$ cat src/rtl/branch_pkg.sv
// Shared types and constants for execute-stage branch resolution.
// Latency: n/a (declarations only).
// Backpressure: n/a.
package branch_pkg;

  localparam int XLEN = 32;
  localparam logic [XLEN-1:0] PC_INC = 32'd4;
  // Wide enough for a flush window of up to 7 cycles.
  localparam int FLUSH_CNT_W = 3;

  typedef enum logic [2:0] {
    BEQ  = 3'b000,
    BNE  = 3'b001,
    BLT  = 3'b100,
    BGE  = 3'b101,
    BLTU = 3'b110,
    BGEU = 3'b111
  } funct3_e;

endpackage

$ cat src/rtl/branch_cond.sv
// Maps funct3 plus comparator flags to a branch condition and an illegal-encoding flag.
// Latency: purely combinational.
// Backpressure: none; evaluated every cycle.
module branch_cond
  import branch_pkg::*;
(
  input  logic [2:0] funct3,
  input  logic       less,
  input  logic       equal,
  output logic       cond,
  output logic       illegal
);

  // Decode the condition; 010/011 are reserved encodings and never taken.
  always_comb begin
    cond    = 1'b0;
    illegal = 1'b0;
    case (funct3)
      BEQ:     cond = equal;
      BNE:     cond = ~equal;
      BLT:     cond = less;
      BGE:     cond = ~less;
      BLTU:    cond = less;
      BGEU:    cond = ~less;
      default: illegal = 1'b1;
    endcase
  end

endmodule

$ cat src/rtl/branch_resolve.sv
// Resolves EX-stage branches/jumps, owns the fetch PC and flushes wrong-path IF/ID slots.
// Latency: decision combinational; pc_o/flush_o reflect it one edge later.
// Backpressure: stall_i holds PC and flush counter and suppresses resolution.
// Optional build macro BRANCH_PERF_CNT_EN adds saturating branch/taken counters.
module branch_resolve
  import branch_pkg::*;
#(
  parameter logic [31:0] RESET_VECTOR = 32'h0000_0000,
  parameter int          FLUSH_CYCLES = 2
) (
  input  logic        clk_i,
  input  logic        rst_i,
  input  logic        stall_i,
  input  logic        valid_i,
  input  logic        is_branch_i,
  input  logic        is_jal_i,
  input  logic        is_jalr_i,
  input  logic [2:0]  funct3_i,
  input  logic        br_less_i,
  input  logic        br_equal_i,
  input  logic [31:0] pc_ex_i,
  input  logic [31:0] imm_i,
  input  logic [31:0] rs1_data_i,
  output logic        br_unsigned_o,
  output logic [31:0] pc_o,
  output logic        redirect_o,
  output logic        flush_o,
  output logic        illegal_o,
  output logic        misalign_o,
  output logic [31:0] br_count_o,
  output logic [31:0] taken_count_o
);

  localparam logic [FLUSH_CNT_W-1:0] FLUSH_LOAD = FLUSH_CNT_W'(FLUSH_CYCLES);

  logic [FLUSH_CNT_W-1:0] flush_cnt;
  logic                   res;
  logic                   cond;
  logic                   cond_illegal;
  logic                   taken;
  logic [XLEN-1:0]        target;

  branch_cond u_cond (
    .funct3  (funct3_i),
    .less    (br_less_i),
    .equal   (br_equal_i),
    .cond    (cond),
    .illegal (cond_illegal)
  );

  assign br_unsigned_o = funct3_i[1];

  // Wrong-path instructions still in EX during a flush window are ignored.
  assign res = valid_i & ~stall_i & (flush_cnt == '0);

  // Jump flags win over the branch condition; JALR clears bit 0 of its target.
  always_comb begin
    target = pc_ex_i + imm_i;
    if (is_jalr_i) begin
      target = (rs1_data_i + imm_i) & ~32'h1;
    end
  end

  assign taken      = res & (is_jal_i | is_jalr_i | (is_branch_i & cond));
  assign illegal_o  = res & is_branch_i & cond_illegal;
  // A half-word aligned target traps upstream, so fetch simply falls through.
  assign misalign_o = taken & target[1];
  assign redirect_o = taken & ~target[1];
  assign flush_o    = (flush_cnt != '0);

  // Fetch PC: stall holds, otherwise redirect target or sequential increment.
  always_ff @(posedge clk_i) begin
    if (rst_i) begin
      pc_o <= RESET_VECTOR;
    end else if (!stall_i) begin
      pc_o <= redirect_o ? target : pc_o + PC_INC;
    end
  end

  // Flush window counter; a redirect cannot arrive while it is nonzero.
  always_ff @(posedge clk_i) begin
    if (rst_i) begin
      flush_cnt <= '0;
    end else if (!stall_i) begin
      if (redirect_o) begin
        flush_cnt <= FLUSH_LOAD;
      end else if (flush_cnt != '0) begin
        flush_cnt <= flush_cnt - 1'b1;
      end
    end
  end

`ifdef BRANCH_PERF_CNT_EN
  logic [31:0] br_cnt_q;
  logic [31:0] tk_cnt_q;

  // Saturating counters of resolved legal branches and taken redirects.
  always_ff @(posedge clk_i) begin
    if (rst_i) begin
      br_cnt_q <= '0;
      tk_cnt_q <= '0;
    end else begin
      if (res && is_branch_i && !cond_illegal && br_cnt_q != 32'hFFFF_FFFF) begin
        br_cnt_q <= br_cnt_q + 32'd1;
      end
      if (redirect_o && tk_cnt_q != 32'hFFFF_FFFF) begin
        tk_cnt_q <= tk_cnt_q + 32'd1;
      end
    end
  end

  assign br_count_o    = br_cnt_q;
  assign taken_count_o = tk_cnt_q;
`else
  assign br_count_o    = 32'h0;
  assign taken_count_o = 32'h0;
`endif

endmodule

$ cat config.mk
export PLATFORM = sky130hd
export DESIGN_NAME = branch_resolve
export DESIGN_NICKNAME = d
export VERILOG_FILES = /design/src/rtl/branch_pkg.sv /design/src/rtl/branch_cond.sv /design/src/rtl/branch_resolve.sv
export SDC_FILE = /design/constraint.sdc
export NUM_CORES = 1
export LEC_CHECK = 0
export ABC_AREA = 1
export CAP_MARGIN = 10
export CORE_MARGIN = 4
export CORE_UTILIZATION = 51
export CTS_BUF_LIST = sky130_fd_sc_hd__clkbuf_4 sky130_fd_sc_hd__clkbuf_8
export DETAILED_ROUTE_END_ITERATION = 12
export PLACE_DENSITY = 0.91
export SKIP_LAST_GASP = 1
export SLEW_MARGIN = 25
export SYNTH_ARGS = -nofsm -noshare
export SYNTH_HDL_FRONTEND = slang
export SYNTH_HIERARCHICAL = 1
export SYNTH_SLANG_ARGS = --single-unit
$ cat constraint.sdc
create_clock -name clk_i -period 2.7 [get_ports clk_i]
set_clock_uncertainty 0.05 [all_clocks]
set_input_delay 0.27 -clock clk_i [delete_from_list [all_inputs] [get_ports clk_i]]
set_output_delay 0.27 -clock clk_i [all_outputs]
set_load 0.1 [all_outputs]
==> results of run 1 <==
## per-stage QoR
stage                     total power [mW]  worst slack, ns
after floorplan                       2.54           0.0709
after global placement                3.05           0.0694
after detailed placement              3.09           0.0602
after CTS                             3.58            0.138
after global routing                  3.83           0.0284
final                                 3.60            0.142
## report_power, final
group	leakage, nW	switching, mW	internal, mW
sequential	0.289	0.0688	0.570
combinational	4.49	1.76	0.705
clock	0.0581	0.222	0.275
total	4.84	2.05	1.55
## state kept, by name, summed over array words and instances, names as in the netlist
name	flops
flush_cnt	3
pc_o	32
## routing by layer
metal | vias up | wire [um] | global-route usage [%]
li1 | 4603 | - | -
met5 | - | 0 | 0
met2 | 412 | 11800 | 50.2
met4 | 0 | 589 | 6.66
met3 | 56 | 2120 | 3.05
met1 | 4024 | 10600 | 36.7
## layout by cell type, fill, tap and decap left out, types with 13 or more instances in the layout
cell type        Yosys  final
nand2_1            478    478
inv_1              191    191
a21oi_1            117    117
nor2_1             108    108
clkdlybuf4s50_1      0    107
nand3_1             88     88
ha_1                64     64
conb_1               1     64
o21ai_0             55     55
buf_4               70     53
dfxtp_1             35     35
nor3_1              21     21
xor2_1              17     17
o21bai_1            16     16
nand4_1             13     13
nand3b_1            13     13
## area by class of cell
| class | instances | area [um2] | area share, % |
|---|---|---|---|
| clock buffers | 5 | 68.8 | 0.760 |
| clock inverters | 3 | 43.8 | 0.484 |
| inverters | 198 | 743 | 8.21 |
| multi-input cells | 1130 | 5720 | 63.2 |
| flip-flops and latches | 35 | 701 | 7.74 |
| well taps | 184 | 230 | 2.54 |
| repair buffers | 164 | 1550 | 17.1 |
## logic make-up after synthesis
family                     share of synthesized area, %
AOI/OAI and AO/OA                                  15.3
adders and majority gates                          11.1
other                                            0.0497
DFF                                                9.28
buffers and inverters                              18.1
xor gates and xnor gates                           3.02
and+or+nand+nor                                    43.1
## worst max-delay path, delay by kind of cell
kind                     cells  cell delay (ns)
AO/OA/AOI/OAI                1             0.08
adder cells (fa/ha/maj)      1             0.40
buffers and inverters        5             1.03
AND/OR/NAND/NOR              3             0.44
## worst paths after layout
kind / startpoint / end / slack [ns]
min: pc_o[1]$_SDFFE_PP0P_ / pc_o[1]$_SDFFE_PP0P_ / 0.38
min reg2reg: pc_o[1]$_SDFFE_PP0P_ / pc_o[1]$_SDFFE_PP0P_ / 0.38
max: imm_i[0] / redirect_o / 0.14
max reg2reg: pc_o[2]$_SDFFE_PP0N_ / pc_o[20]$_SDFFE_PP0N_ / 0.69
==> impl_metrics.ini, run 1 <==
[global_route]
grt_pass1_vias = 7988
overflow = 0
grt_max_degree = 39
grt_first_pass_wirelength_mm = 38.5
antenna_found_initial = 0
grt_usage_pct = 28.3

[die]
initial_core_util_pct = 51.9
die_area_um2 = 16800
num_io_pins = 209
fp.dieH_um = 130
rows = 44
die_w_um = 130
core-area_um2 = 14500

[pwr]
leakagePower_nw = 4.84
p_per_area_nw_per_um2 = 398
ir_worst_vdd_mv = 0.255

[min_path]
hp-class = flop to flop
whs_path_depth = 2

[yosys]
synth_top_area_share_pct = 23.8
syn_avg_cell_area_um2 = 5.44
syn_area_um2 = 7550
syn_inst = 1388
ys_ff_latch = 35
synth.cells.most_frequent = nand2_1 (478), inv_1 (191), a21oi_1 (117)
synth-warning-count = 6
post-synth-top-count-cell = nand2_1
synth_seq_area_share_pct = 9.28
synth_area_leaders = nand2_1 (24%), ha_1 (11%), inv_1 (9.5%), dfxtp_1 (9.3%), a21oi_1 (7.8%)
ys.flop_type = dfxtp_1
synth_cell_types = 45
async_reset_ff_share_pct = 0
synth_edf_count = 0
netlist.top_cell.by_area = nand2_1

[final_layout]
layout-drive-gt1-share_pct = 6.78
fin_cells = 1719
areaGrowthSynthToFinish_pct = 20.0
final_net_count = 1708
fin_area_um2 = 9060
n_fill_cell = 1454
num_antenna_cells = 0
post-route-util_pct = 62.3

[setup_path]
end_kind = primary output
slowest_stage = clkdlybuf4s50_1
critPathLaunchType = input pin
slowest_delay_ns = 0.48
worst-r2r-cell-count = 10
cpMostUsedCell = buf_12
arrival_ns = 2.24
crit_type = input pin to primary output
required_ns = 2.38
worst-path-max-fanout = 32
crit_chain = clkdlybuf4s50_1 -> nand2_1 -> inv_1 -> fa_1 -> or2_1 -> o21ai_2 -> inv_2 -> nor2_4 -> buf_12 -> buf_12

[sta]
finalHoldViolations = 0
slew_headroom_pct = 65.7
rsz0062_at_grt = no
max_freq_mhz = 391
report.final.slew_viol_count = 0
tns_ns = 0
finalSetupViolCount = 0
worst_pin_slew_ns = 0.514
holdWs_ns = 0.384
min_period_over_period_pct = 94.7
finalCriticalPeriod_ns = 2.56

[placed_design]
dp.cells = 1711
portBuffers = 144
gp_congestion = 0.935
place_area_um2 = 8940
dp.final_hpwl_mm = 21.0

[clock_tree]
cts_tree = built
cts_htree_levels = 2
cts_setup_buffers = 0
numCtsBuffers = 5
cts_sinks = 35
cts-root-buf = clkbuf_8
post_cts_resized = 0
ctsHoldBuffers = 0
clockBufferDepth = 2
path_clk_slew_ns = 0.09
clk_latency_ns = 0.30

[routing]
totalWireLength_mm = 25.1
wl_per_cell_um = 14.6
vias = 9095
dr.pass1.iters = 6
post_drt_via_cell_ratio = 5.29
drtAntennaViolNets = 0
drc = 0
drtIter0Drc = 892

[run_status]
status = finished clean

[run]
maxCapViolCount = 0
(Power assumes the default switching activity.)
==> run 2, diff against run 1 <==
--- a/config.mk
+++ b/config.mk
@@ -7,11 +7,12 @@
 export LEC_CHECK = 0
 export ABC_AREA = 1
 export CAP_MARGIN = 10
-export CORE_MARGIN = 4
+export CORE_MARGIN = 2
 export CORE_UTILIZATION = 51
 export CTS_BUF_LIST = sky130_fd_sc_hd__clkbuf_4 sky130_fd_sc_hd__clkbuf_8
 export DETAILED_ROUTE_END_ITERATION = 12
 export PLACE_DENSITY = 0.91
+export RECOVER_POWER = 100
 export SKIP_LAST_GASP = 1
 export SLEW_MARGIN = 25
 export SYNTH_ARGS = -nofsm -noshare
==> impl_metrics.ini, run 2 (synthesized netlist as in run 1, its figures left out) <==
[final_layout]
seqCellArea_um2 = 701
areaGrowthSynthToFinish_pct = 17.1
final_net_count = 1704
post-route-util_pct = 61.1
largest_reg_flops = 32
mostFrequentLayoutCells = nand2_1 (478), inv_1 (192), a21oi_1 (119)
layout-drive-gt1-share_pct = 3.85
regMostFlops = pc_o
multi_input_area_um2 = 5710
n_fill_cell = 1543
layout_commonest_cell = nand2_1
num_antenna_cells = 0
top_regs = pc_o (32), flush_cnt (3)

[sta]
report.final.slew_viol_count = 0
slew_headroom_pct = 20.3
worst_pin_slew_ns = 1.20
finalHoldViolations = 0
finalCriticalPeriod_ns = 2.57
rsz0062_at_grt = no
min_period_over_period_pct = 95.2
tns_ns = 0
max_freq_mhz = 389
finalSetupViolCount = 0

[clock_tree]
post_cts_resized = 0
cts_setup_buffers = 0
cts_htree_levels = 2
cts-root-buf = clkbuf_8
clockBufferDepth = 2
clk_latency_ns = 0.31
cts_sinks = 35
ctsHoldBuffers = 0
cts_tree = built
numCtsBuffers = 5
path_clk_slew_ns = 0.08

[placed_design]
gp_congestion = 0.994
dp.final_hpwl_mm = 20.8
portBuffers = 144

[global_route]
grt_pass1_vias = 8214
grt_max_degree = 39
grt_usage_pct = 30.4
antenna_found_initial = 0
grt_first_pass_wirelength_mm = 39.5
overflow = 0

[routing]
vias = 9029
drc = 0
drtAntennaViolNets = 0
drtIter0Drc = 751
dr.pass1.iters = 6
wl_per_cell_um = 14.5
post_drt_via_cell_ratio = 5.26
totalWireLength_mm = 24.8
route.met3.wl_mm = 1.82
wl_met1_mm = 10.6
met2RoutedLength_mm = 11.3
top_layer = met4

[die]
core-area_um2 = 14500
die_area_um2 = 15800
rows = 44
die_w_um = 126
num_io_pins = 209
fp.dieH_um = 126
initial_core_util_pct = 52.1

[min_path]
hp-class = flop to flop

[pwr]
leakagePower_nw = 4.65
p_per_area_nw_per_um2 = 391
ir_worst_vdd_mv = 0.294

[setup_path]
worst-path-max-fanout = 19
end_kind = primary output
required_ns = 2.38
arrival_ns = 2.25
critPathLaunchType = input pin
crit_type = input pin to primary output

[run_status]
status = finished clean

[run]
maxCapViolCount = 0
## run 2: cell count changes in the layout (fill, tap and decap cells not counted), sizes merged
cell           delta
clkinv            -1
bufinv            -1
clkbuf           +42
buf              -45
clkinvlp          +1
clkdlybuf4s50     -1
dlygate4sd3       +1
## run 2: worst max-delay path, stage by stage
cell,delay [ns]
clkdlybuf4s50_1,0.48
nand2_1,0.06
inv_1,0.08
fa_1,0.41
or2_1,0.24
o21ai_2,0.09
inv_2,0.06
nor2_4,0.17
buf_12,0.19
buf_12,0.18
## run 2: power by group
group / leakage, nW / internal (mW) / total (mW) / switching, mW
clock: 0.0446 / 0.191 / 0.403 / 0.213
combinational: 4.32 / 0.651 / 2.41 / 1.76
sequential: 0.289 / 0.570 / 0.640 / 0.0700
total: 4.65 / 1.41 / 3.45 / 2.04
## run 2: cell type report
type                            instances  share of cell area (%)
Clock inverter                          2                   0.142
Sequential cell                        35                    7.93
Tap cell                              184                    2.60
Multi-Input combinational cell       1130                    64.6
Inverter                              198                    8.41
Clock buffer                            6                   0.863
Timing Repair Buffer                  160                    15.4
## run 2: final timing paths
| path | from | to | slack (ns) | cells after the start |
|---|---|---|---|---|
| max reg2reg | flush_cnt[0]$_SDFFE_PP0P_ | pc_o[10]$_SDFFE_PP0N_ | 0.56 | 11 |
| min | pc_o[1]$_SDFFE_PP0P_ | pc_o[1]$_SDFFE_PP0P_ | 0.39 | 2 |
| max | imm_i[0] | redirect_o | 0.13 | 10 |
| min reg2reg | pc_o[1]$_SDFFE_PP0P_ | pc_o[1]$_SDFFE_PP0P_ | 0.39 | 2 |
## run 2: stage by stage
stage	instance area, um2	setup WS [ns]	cells	hold WS (ns)	total power [mW]
after global routing	8840	0.0126	1715	0.440	3.69
final	8840	0.131	1715	0.393	3.45
after floorplan	7780	0.0709	1451	0.282	2.54
after global placement	8910	0.0597	1706	0.372	3.05
after detailed placement	8910	0.0372	1706	0.387	3.08
after CTS	8990	0.107	1714	0.401	3.48
## run 2: metal layers
| layer | vias up | global-route usage, % |
|---|---|---|
| li1 | 4601 | - |
| met1 | 3967 | 39.1 |
| met2 | 389 | 51.9 |
| met3 | 72 | 2.97 |
| met4 | 0 | 12.6 |
| met5 | - | 0 |
==> run 3, diff against run 2 <==
--- a/config.mk
+++ b/config.mk
@@ -19,3 +19,4 @@
 export SYNTH_HDL_FRONTEND = slang
 export SYNTH_HIERARCHICAL = 1
 export SYNTH_SLANG_ARGS = --single-unit
+export TNS_END_PERCENT = 5
==> results of run 3 <==
The final DEF is identical to that of run 2; final timing and power are the same.
